`src/rtl/serial_seq_gen_pkg.sv`:
```
// ============================================================================
// Module      : serial_seq_gen_pkg
// Description : Shared state encodings and default width for serial_seq_gen.
// Revision    : 1.0 - initial release
// ============================================================================
`default_nettype none

package serial_seq_gen_pkg;

  localparam int SSG_DEFAULT_WIDTH = 11;

  typedef enum logic [1:0] {
    ST_IDLE = 2'b00,
    ST_SEND = 2'b01,
    ST_DONE = 2'b10
  } ssg_state_e;

endpackage

`default_nettype wire

```
`src/rtl/serial_seq_gen_piso.sv`:
```
// ============================================================================
// Module      : piso_shreg
// Description : Parallel-in/serial-out register, left-aligns the low L bits.
// Revision    : 1.0 - initial release
// ============================================================================
`default_nettype none

module piso_shreg
  import serial_seq_gen_pkg::*;
#(
  parameter int WIDTH = SSG_DEFAULT_WIDTH,
  parameter int CNT_W = 4
) (
  input  logic             clk,
  input  logic             reset,
  input  logic             load_i,
  input  logic             shift_i,
  input  logic [WIDTH-1:0] data_i,
  input  logic [CNT_W-1:0] len_i,
  output logic             first_bit_o,
  output logic             next_bit_o
);

  logic [CNT_W-1:0] shamt;
  logic [WIDTH-1:0] aligned;
  logic [WIDTH-1:0] sr_q;

  assign shamt       = CNT_W'(WIDTH) - len_i;
  assign aligned     = data_i << shamt;
  assign first_bit_o = aligned[WIDTH-1];
  assign next_bit_o  = sr_q[WIDTH-1];

  // The first bit goes straight to the caller's x register, so only the rest is kept.
  always_ff @(posedge clk or posedge reset) begin
    if (reset) begin
      sr_q <= '0;
    end else if (load_i) begin
      sr_q <= {aligned[WIDTH-2:0], 1'b0};
    end else if (shift_i) begin
      sr_q <= {sr_q[WIDTH-2:0], 1'b0};
    end
  end

endmodule

`default_nettype wire

```
`src/rtl/serial_seq_gen.sv`:
```
// ============================================================================
// Module      : serial_seq_gen
// Description : Serial pattern transmitter, MSB-first on x with ready/valid/done.
// Revision    : 1.0 - initial release
// ============================================================================
`default_nettype none

module serial_seq_gen
  import serial_seq_gen_pkg::*;
#(
  parameter int WIDTH = SSG_DEFAULT_WIDTH,
  parameter int CNT_W = 4
) (
  input  logic             clk,
  input  logic             reset,
  input  logic             start,
  input  logic [WIDTH-1:0] data_in,
  input  logic [CNT_W-1:0] len_in,
  input  logic             hold,
  output logic             x,
  output logic             bit_valid,
  output logic             ready,
  output logic             done
);

  localparam logic [CNT_W-1:0] c_width = CNT_W'(WIDTH);

  ssg_state_e       state_q;
  logic [CNT_W-1:0] cnt_q;
  logic             x_q;
  logic             bit_valid_q;
  logic             ready_q;
  logic             done_q;

  logic [CNT_W-1:0] len_eff;
  logic             load;
  logic             shift_en;
  logic             first_bit;
  logic             next_bit;

  assign len_eff  = ((len_in == '0) || (len_in > c_width)) ? c_width : len_in;
  assign load     = (state_q == ST_IDLE) && start;
  assign shift_en = (state_q == ST_SEND) && !hold && (cnt_q != '0);

  piso_shreg #(
    .WIDTH (WIDTH),
    .CNT_W (CNT_W)
  ) u_piso (
    .clk         (clk),
    .reset       (reset),
    .load_i      (load),
    .shift_i     (shift_en),
    .data_i      (data_in),
    .len_i       (len_eff),
    .first_bit_o (first_bit),
    .next_bit_o  (next_bit)
  );

  always_ff @(posedge clk or posedge reset) begin
    if (reset) begin
      state_q     <= ST_IDLE;
      cnt_q       <= '0;
      x_q         <= 1'b0;
      bit_valid_q <= 1'b0;
      ready_q     <= 1'b1;
      done_q      <= 1'b0;
    end else begin
      case (state_q)
        ST_IDLE: begin
          if (start) begin
            state_q     <= ST_SEND;
            cnt_q       <= len_eff - CNT_W'(1);
            x_q         <= first_bit;
            bit_valid_q <= 1'b1;
            ready_q     <= 1'b0;
          end
        end
        ST_SEND: begin
          if (!hold) begin
            if (cnt_q != '0) begin
              cnt_q <= cnt_q - CNT_W'(1);
              x_q   <= next_bit;
            end else begin
              state_q     <= ST_DONE;
              x_q         <= 1'b0;
              bit_valid_q <= 1'b0;
              done_q      <= 1'b1;
            end
          end
        end
        ST_DONE: begin
          state_q <= ST_IDLE;
          done_q  <= 1'b0;
          ready_q <= 1'b1;
        end
        default: begin
          state_q     <= ST_IDLE;
          cnt_q       <= '0;
          x_q         <= 1'b0;
          bit_valid_q <= 1'b0;
          ready_q     <= 1'b1;
          done_q      <= 1'b0;
        end
      endcase
    end
  end

  assign x         = x_q;
  assign bit_valid = bit_valid_q;
  assign ready     = ready_q;
  assign done      = done_q;

endmodule

`default_nettype wire
```
`config.mk`:
```
export PLATFORM = sky130hd
export DESIGN_NAME = serial_seq_gen
export DESIGN_NICKNAME = d
export VERILOG_FILES = /design/src/rtl/serial_seq_gen_pkg.sv /design/src/rtl/serial_seq_gen_piso.sv /design/src/rtl/serial_seq_gen.sv
export SDC_FILE = /design/constraint.sdc
export NUM_CORES = 1
export LEC_CHECK = 0
export ABC_AREA = 0
export CORE_MARGIN = 4
export CORE_UTILIZATION = 41
export DETAILED_ROUTE_END_ITERATION = 10
export DONT_BUFFER_PORTS = 1
export GPL_TIMING_DRIVEN = 0
export PLACE_DENSITY_LB_ADDON = 0.05
export SYNTH_ARGS = -nofsm -noshare
export SYNTH_HDL_FRONTEND = slang
export SYNTH_SLANG_ARGS = --single-unit
```
`constraint.sdc`:
```
create_clock -name clk -period 5.1 [get_ports clk]
set_input_delay 0.51 -clock clk [delete_from_list [all_inputs] [get_ports clk]]
set_output_delay 0.51 -clock clk [all_outputs]
set_load 0.02 [all_outputs]
```
Word level (Yosys, flattened, before mapping)
Index checks and enable logic that the tools add are counted.
{"block": "op_classes", "div": 0, "n_mul": 0, "shift": 1, "n_eq_ne": 6, "reduce_logical": 15, "order_cmp": 1, "mux": 24, "n_bitwise": 3, "n_addsub": 3}
{"operator": "$mux W11", "n": 2}
{"operator": "$mux W4", "n": 4}
{"operator": "$pmux W4 S3", "n": 1}
{"operator": "$shl A11 B4 Y11", "n": 1}
{"operator": "$mux W1", "n": 9}
{"operator": "$reduce_and A3 Y1", "n": 3}
{"operator": "$reduce_and A4 Y1", "n": 2}
{"operator": "$sub A4 B1 Y4 const B", "n": 2}
{"operator": "$mux W2", "n": 3}
{"operator": "$ne A2 B2 Y1 const B", "n": 3}
{"operator": "$pmux W1 S3", "n": 2}
{"operator": "$gt A4 B4 Y1 const B", "n": 1}
{"operator": "$logic_not A4 Y1", "n": 1}
{"operator": "$pmux W1 S2", "n": 2}
{"operator": "$pmux W2 S2", "n": 1}
{"operator": "$reduce_bool A4 Y1", "n": 1}
{"operator": "$sub A4 B4 Y4 const A", "n": 1}
{"operator": "$logic_and A1 B1 Y1", "n": 3}
{"operator": "$not A1 Y1", "n": 3}
{"operator": "$eq A2 B1 Y1 const B", "n": 1}
{"operator": "$eq A2 B2 Y1 const B", "n": 1}
{"operator": "$logic_not A2 Y1", "n": 1}
{"operator": "$ne A2 B1 Y1 const B", "n": 1}
{"operator": "$reduce_and A2 Y1", "n": 1}
{"operator": "3 further kinds", "n": 3}
{"block": "totals", "input_bits": 19, "mem_count": 0, "register_bits": 21, "wordCells": 60, "mem_bits_ro": 0, "ram_bits": 0, "latch_bits": 0, "out_inout_bits": 4}

Depth between registers and ports, before layout
{"block": "logic_depth", "ltp_word": 7, "mapped_depth": 9, "mapped_depth_nobuf": 7}

Hierarchy
A second synthesis with hierarchy kept.
{"block": "unflattened", "cells_unflattened": 155, "area_unflattened_um2": 1398.8}
{"mod": "piso_shreg", "area_per_inst_um2": 812.0, "cells_each": 87, "instances": 1, "seq_area_each_um2": 250.2}
{"mod": "serial_seq_gen", "area_per_inst_um2": 586.8, "cells_each": 68, "instances": 1, "seq_area_each_um2": 251.5}

Worst setup path before layout
Ideal clock, no wire load.
{"block": "synth_timing", "path_type": "in2reg", "startpoint": "in len_in[1]", "endpoint": "reg cnt_q[2]", "path_slack_ns": 3.214, "required_time_ns": 4.984, "setup_ns": 0.116, "path_buffers": 1, "cell_stages": 6, "t_arrival_ns": 1.771, "cell_sequence": "buf_4 or3_1 nand3_1 o21ai_0 ha_1 o311ai_0"}
{"block": "synth_between", "elab_chain_len": 6, "word_cells_on_any_way": 7, "cone_classes": "add/sub (1); order compare (1); mux (3); reduce/logical (2)"}
{"item": "start: declaration", "line": "serial_seq_gen.sv:18", "rtl": "input logic [CNT_W-1:0] len_in,"}
{"item": "$gt A4 B4 Y1 or $logic_not A4 Y1 (tied branches)", "line": "serial_seq_gen.sv:41", "rtl": "assign len_eff = ((len_in == '0) || (len_in > c_width)) ? c_width : len_in;"}
{"item": "$logic_or A1 B1 Y1", "line": "serial_seq_gen.sv:41"}
{"item": "$mux W4 (*)", "line": "serial_seq_gen.sv:41"}
{"item": "$sub A4 B1 Y4 (*)", "line": "serial_seq_gen.sv:72", "rtl": "cnt_q <= len_eff - CNT_W'(1);"}
{"item": "$mux W4 (*)", "line": "serial_seq_gen.sv:70", "rtl": "if (start) begin"}
{"item": "$pmux W4 S3 (*)", "line": "serial_seq_gen.sv:68", "rtl": "case (state_q)"}
{"item": "end signal: assignment", "line": "serial_seq_gen.sv:72"}
{"item": "end signal: assignment", "line": "serial_seq_gen.sv:81", "rtl": "cnt_q <= cnt_q - CNT_W'(1);"}
{"item": "end: declaration", "line": "serial_seq_gen.sv:29", "rtl": "logic [CNT_W-1:0] cnt_q;"}
Mark *: on every way between the ends. The rest lies on a longest branch, timed or not. The select of a mux whose other input is x is not followed.
A chain may end at the register's enable or synchronous reset.

Final worst setup path
{"block": "layout_timing", "startpoint": "reg state_q[0]", "endpoint": "reg u_piso.sr_q[9]"}
{"block": "layout_between", "elab_chain_len": 4, "word_cells_on_any_way": 7, "cone_classes": "eq/ne (1); mux (1); reduce/logical (5)"}
{"item": "start: declaration", "line": "serial_seq_gen.sv:28", "rtl": "ssg_state_e state_q;"}
{"item": "start signal: assignment", "line": "serial_seq_gen.sv:61", "rtl": "state_q <= ST_IDLE;"}
{"item": "start signal: assignment", "line": "serial_seq_gen.sv:71", "rtl": "state_q <= ST_SEND;"}
{"item": "start signal: assignment", "line": "serial_seq_gen.sv:84", "rtl": "state_q <= ST_DONE;"}
{"item": "$eq A2 B1 Y1", "line": "serial_seq_gen.sv:43", "rtl": "assign shift_en = (state_q == ST_SEND) && !hold && (cnt_q != '0);"}
{"item": "$logic_and A1 B1 Y1 (2 in a row)", "line": "serial_seq_gen.sv:43"}
{"item": "$reduce_bool A2 Y1 (no source line)"}
{"item": "end signal: assignment", "line": "serial_seq_gen_piso.sv:38", "rtl": "sr_q <= {aligned[WIDTH-2:0], 1'b0};"}
{"item": "end signal: assignment", "line": "serial_seq_gen_piso.sv:40", "rtl": "sr_q <= {sr_q[WIDTH-2:0], 1'b0};"}
{"item": "end: declaration", "line": "serial_seq_gen_piso.sv:26", "rtl": "logic [WIDTH-1:0] sr_q;"}
Several ways; a longest one is shown, not always the timed one.

==> flow_metrics.env <==
export IMPL_avgSynthCellArea_um2=7.94
export IMPL_dieHeight_um=75.7
export IMPL_critPathTopFamily="compound AO/OA/AOI/OAI gates"
export IMPL_root_buffer="clkbuf_8"
export IMPL_via_per_inst=6.47
export IMPL_final_cell_mix="nor2_1, dfrtp_1, a21oi_1"
export IMPL_worstSetupStartpointType="register"
export IMPL_power_density_mw_per_mm2=412
export IMPL_io_pins=23
export IMPL_clock_latency_ps=260
export IMPL_crit_path_max_fanout=8
export IMPL_outcome="completed"
export IMPL_drive_gt1_share_pct=14.9
export IMPL_power_share_sequential_pct=38.5
export IMPL_synth_edf_count=0
export IMPL_cts_htree_levels=1
export IMPL_ant_nets=0
export IMPL_rsz0062_at_grt="no"
export IMPL_utilization_pct=45.4
export IMPL_yosys_register_bits=20
export IMPL_finClkSkew_ps=14.3
export IMPL_grt_max_degree=21
export IMPL_path_cells="nor3b_2 -> o21ai_1 -> a2111oi_0 -> a221oi_2"
export IMPL_core_rowCount=24
export IMPL_critPathCaptureType="register"
export IMPL_leakage_uw=0.000782
export IMPL_synth_ff_type="dfrtp_1"
export IMPL_first_pass_iters=5
export IMPL_clk_pin_slew_ps=80
export IMPL_dp_final_hpwl_um=4150
export IMPL_peakVddDrop_uv=217
export IMPL_die_area_mm2=0.00574
export IMPL_post_cts_setup_buffers=0
export IMPL_min_period_ps=2080
export IMPL_clk_path_buf_depth=2
export IMPL_synth_cell_area_mm2=0.00188
export IMPL_tns_ps=0
export IMPL_grt_pass1_vias=1779
export IMPL_final_common_cell="nor2_1"
export IMPL_fmax_mhz=480
export IMPL_fillers=424
export IMPL_place_gp_congestion=0.925
export IMPL_power_internal_uw=463
export IMPL_cts_hold_buffers=0
export IMPL_cts_tree="built"
export IMPL_antenna_cells=0
export IMPL_worst_path_largest_cell_delay_ps=610
export IMPL_cp_slowest_cell="a2111oi_0"
export IMPL_hp_class="primary input to async pin"
export IMPL_path_class="register to register"
export IMPL_fp_coreArea_mm2=0.00438
export IMPL_synthDistinctLibCells=60
export IMPL_drv_cap=0
export IMPL_grtUsageTotal_pct=20.3
export IMPL_setup_viol=0
export IMPL_slew_violations=0
export IMPL_drt_wl_total_um=5600
export IMPL_cts_made_buffers=3
export IMPL_die_w_um=75.7
export IMPL_via_count=1896
export IMPL_synth_nets=257
export IMPL_syn_to_final_growth_pct=5.85
export IMPL_period_share_pct=40.9
export IMPL_fin_nets=262
export IMPL_io_buffers=0
export IMPL_grt_overflow=0
export IMPL_cp_num_buf_inv=0
export IMPL_yosys_warnings=0
export IMPL_hold_viol=0
export IMPL_netSwitchingFraction_pct=43.6
export IMPL_drtIter0Drc=197
export IMPL_antenna_found_initial=0
export IMPL_max_slew_margin_pct=48.2
export IMPL_wire_per_inst_um=19.1
export IMPL_netlist_instances=237
export IMPL_crit_required_ps=5220
export IMPL_ys_seq_area_share_pct=26.7
export IMPL_cp_arrival_ps=2200
export IMPL_p_total_uw=821
export IMPL_start_util_pct=42.9
export IMPL_synthArstFlopShare_pct=100
export IMPL_drc=0
export IMPL_tightest_slew_ps=776
export IMPL_clockPowerShare_pct=13.1
export IMPL_combPwrFrac_pct=48.4
export IMPL_switching_power_uw=358
export IMPL_cts_resized=0
export IMPL_cts_sinks=20
export IMPL_grt_pass1_wl_um=9000
[power by group through the flow]
| stage | Combinational [uW] | Clock (uW) | Sequential (uW) |
|---|---|---|---|
| 6_report | 397 | 107 | 316 |
| 3_5_place_dp | 393 | 0 | 318 |
| 3_3_place_gp | 393 | 0 | 318 |
| 4_1_cts | 397 | 110 | 316 |
| 5_1_grt | 445 | 117 | 328 |
| 2_1_floorplan | 318 | 0 | 302 |
[worst reg2reg max path, delay by kind of cell, from the launching register on]
family | cells | cell delay, ps
flops | 1 | 480
simple gates | 1 | 510
compound gates | 3 | 960
[Yosys cell counts, types with 2 or more instances]
cell	instances	share of area [%]
or3_1	4	1.3
o211ai_1	3	1.2
o21bai_1	2	0.80
o2111ai_1	2	0.93
a21oi_1	17	4.5
or3b_1	2	0.93
buf_2	6	1.6
nor2_1	25	5.0
nand2b_1	9	3.0
o21ai_0	14	3.7
nand3_1	12	3.2
nor3_1	7	1.9
o22ai_1	6	2.0
a22oi_1	7	2.8
o32ai_1	2	0.93
o21ai_1	7	1.9
o31ai_1	3	1.2
and2_1	2	0.66
inv_1	8	1.6
dfrtp_1	19	25
mux2_2	3	1.8
nor3_2	2	1.1
a221oi_1	3	1.4
nor2b_1	5	1.7
buf_4	7	2.8
a221oi_2	3	2.4
o311ai_0	2	0.93
mux2i_1	4	2.1
a22o_1	2	0.93
nor4b_1	2	0.93
buf_6	4	2.4
nand2_1	13	2.6
a31oi_1	2	0.66
a32oi_1	2	0.93
[layout make-up]
class | count | area, um^2 | area share (%)
Inverter | 8 | 30.0 | 1.51
Tap cell | 52 | 65.1 | 3.27
Clock buffer | 4 | 45.0 | 2.26
Multi-Input combinational cell | 190 | 1210 | 61.0
Buffer | 19 | 135 | 6.78
Sequential cell | 20 | 502 | 25.2
[worst paths after layout]
path	cells past startpoint	end	from	slack [ps]
setup reg to reg	4	u_piso.sr_q[9]$_DFFE_PP0P_	state_q[0]$_DFFE_PP0P_	3020
min in group clk	1	state_q[1]$_DFFE_PP0P_	hold	310
max in group asynchronous	1	u_piso.sr_q[7]$_DFFE_PP0P_	reset	4330
setup / recovery	4	u_piso.sr_q[9]$_DFFE_PP0P_	state_q[0]$_DFFE_PP0P_	3020
hold reg to reg	2	u_piso.sr_q[1]$_DFFE_PP0P_	u_piso.sr_q[1]$_DFFE_PP0P_	500
hold / removal	1	cnt_q[2]$_DFFE_PP0P_	reset	270
[registers in the layout, summed over array words and instances (netlist names)]
signal / cells
u_piso.sr_q: 10
cnt_q: 4
state_q: 2
bit_valid: 1
done: 1
ready: 1
x: 1
[stage by stage]
stage,instances,setup WS [ps],area (um^2),hold slack (ps)
global placement,289,2990,1950,477
global route,293,2890,1990,299
detailed placement,289,3010,1950,479
finish,293,3020,1990,272
CTS,293,3080,1990,306
floorplan,237,3210,1880,449
[cell families after synthesis]
| group | share of synthesized area [%] |
|---|---|
| AOI/OAI and AO/OA | 32.2 |
| xor gates and xnor gates | 0.466 |
| muxes | 3.92 |
| buffers and inverters | 8.78 |
| and+or+nand+nor | 27.3 |
| adders and majority gates | 0.665 |
| DFF | 26.7 |
[metal layers]
| metal | part of all wire, % | track usage [%] | vias to the layer above |
|---|---|---|---|
| li1 | - | - | 901 |
| met1 | 47 | 30.0 | 918 |
| met2 | 45 | 30.0 | 73 |
| met3 | 8.1 | 5.41 | 4 |
| met4 | 0.38 | 3.30 | 0 |
| met5 | 0 | 0 | - |
Note: power is estimated with default switching activity, not from simulation.
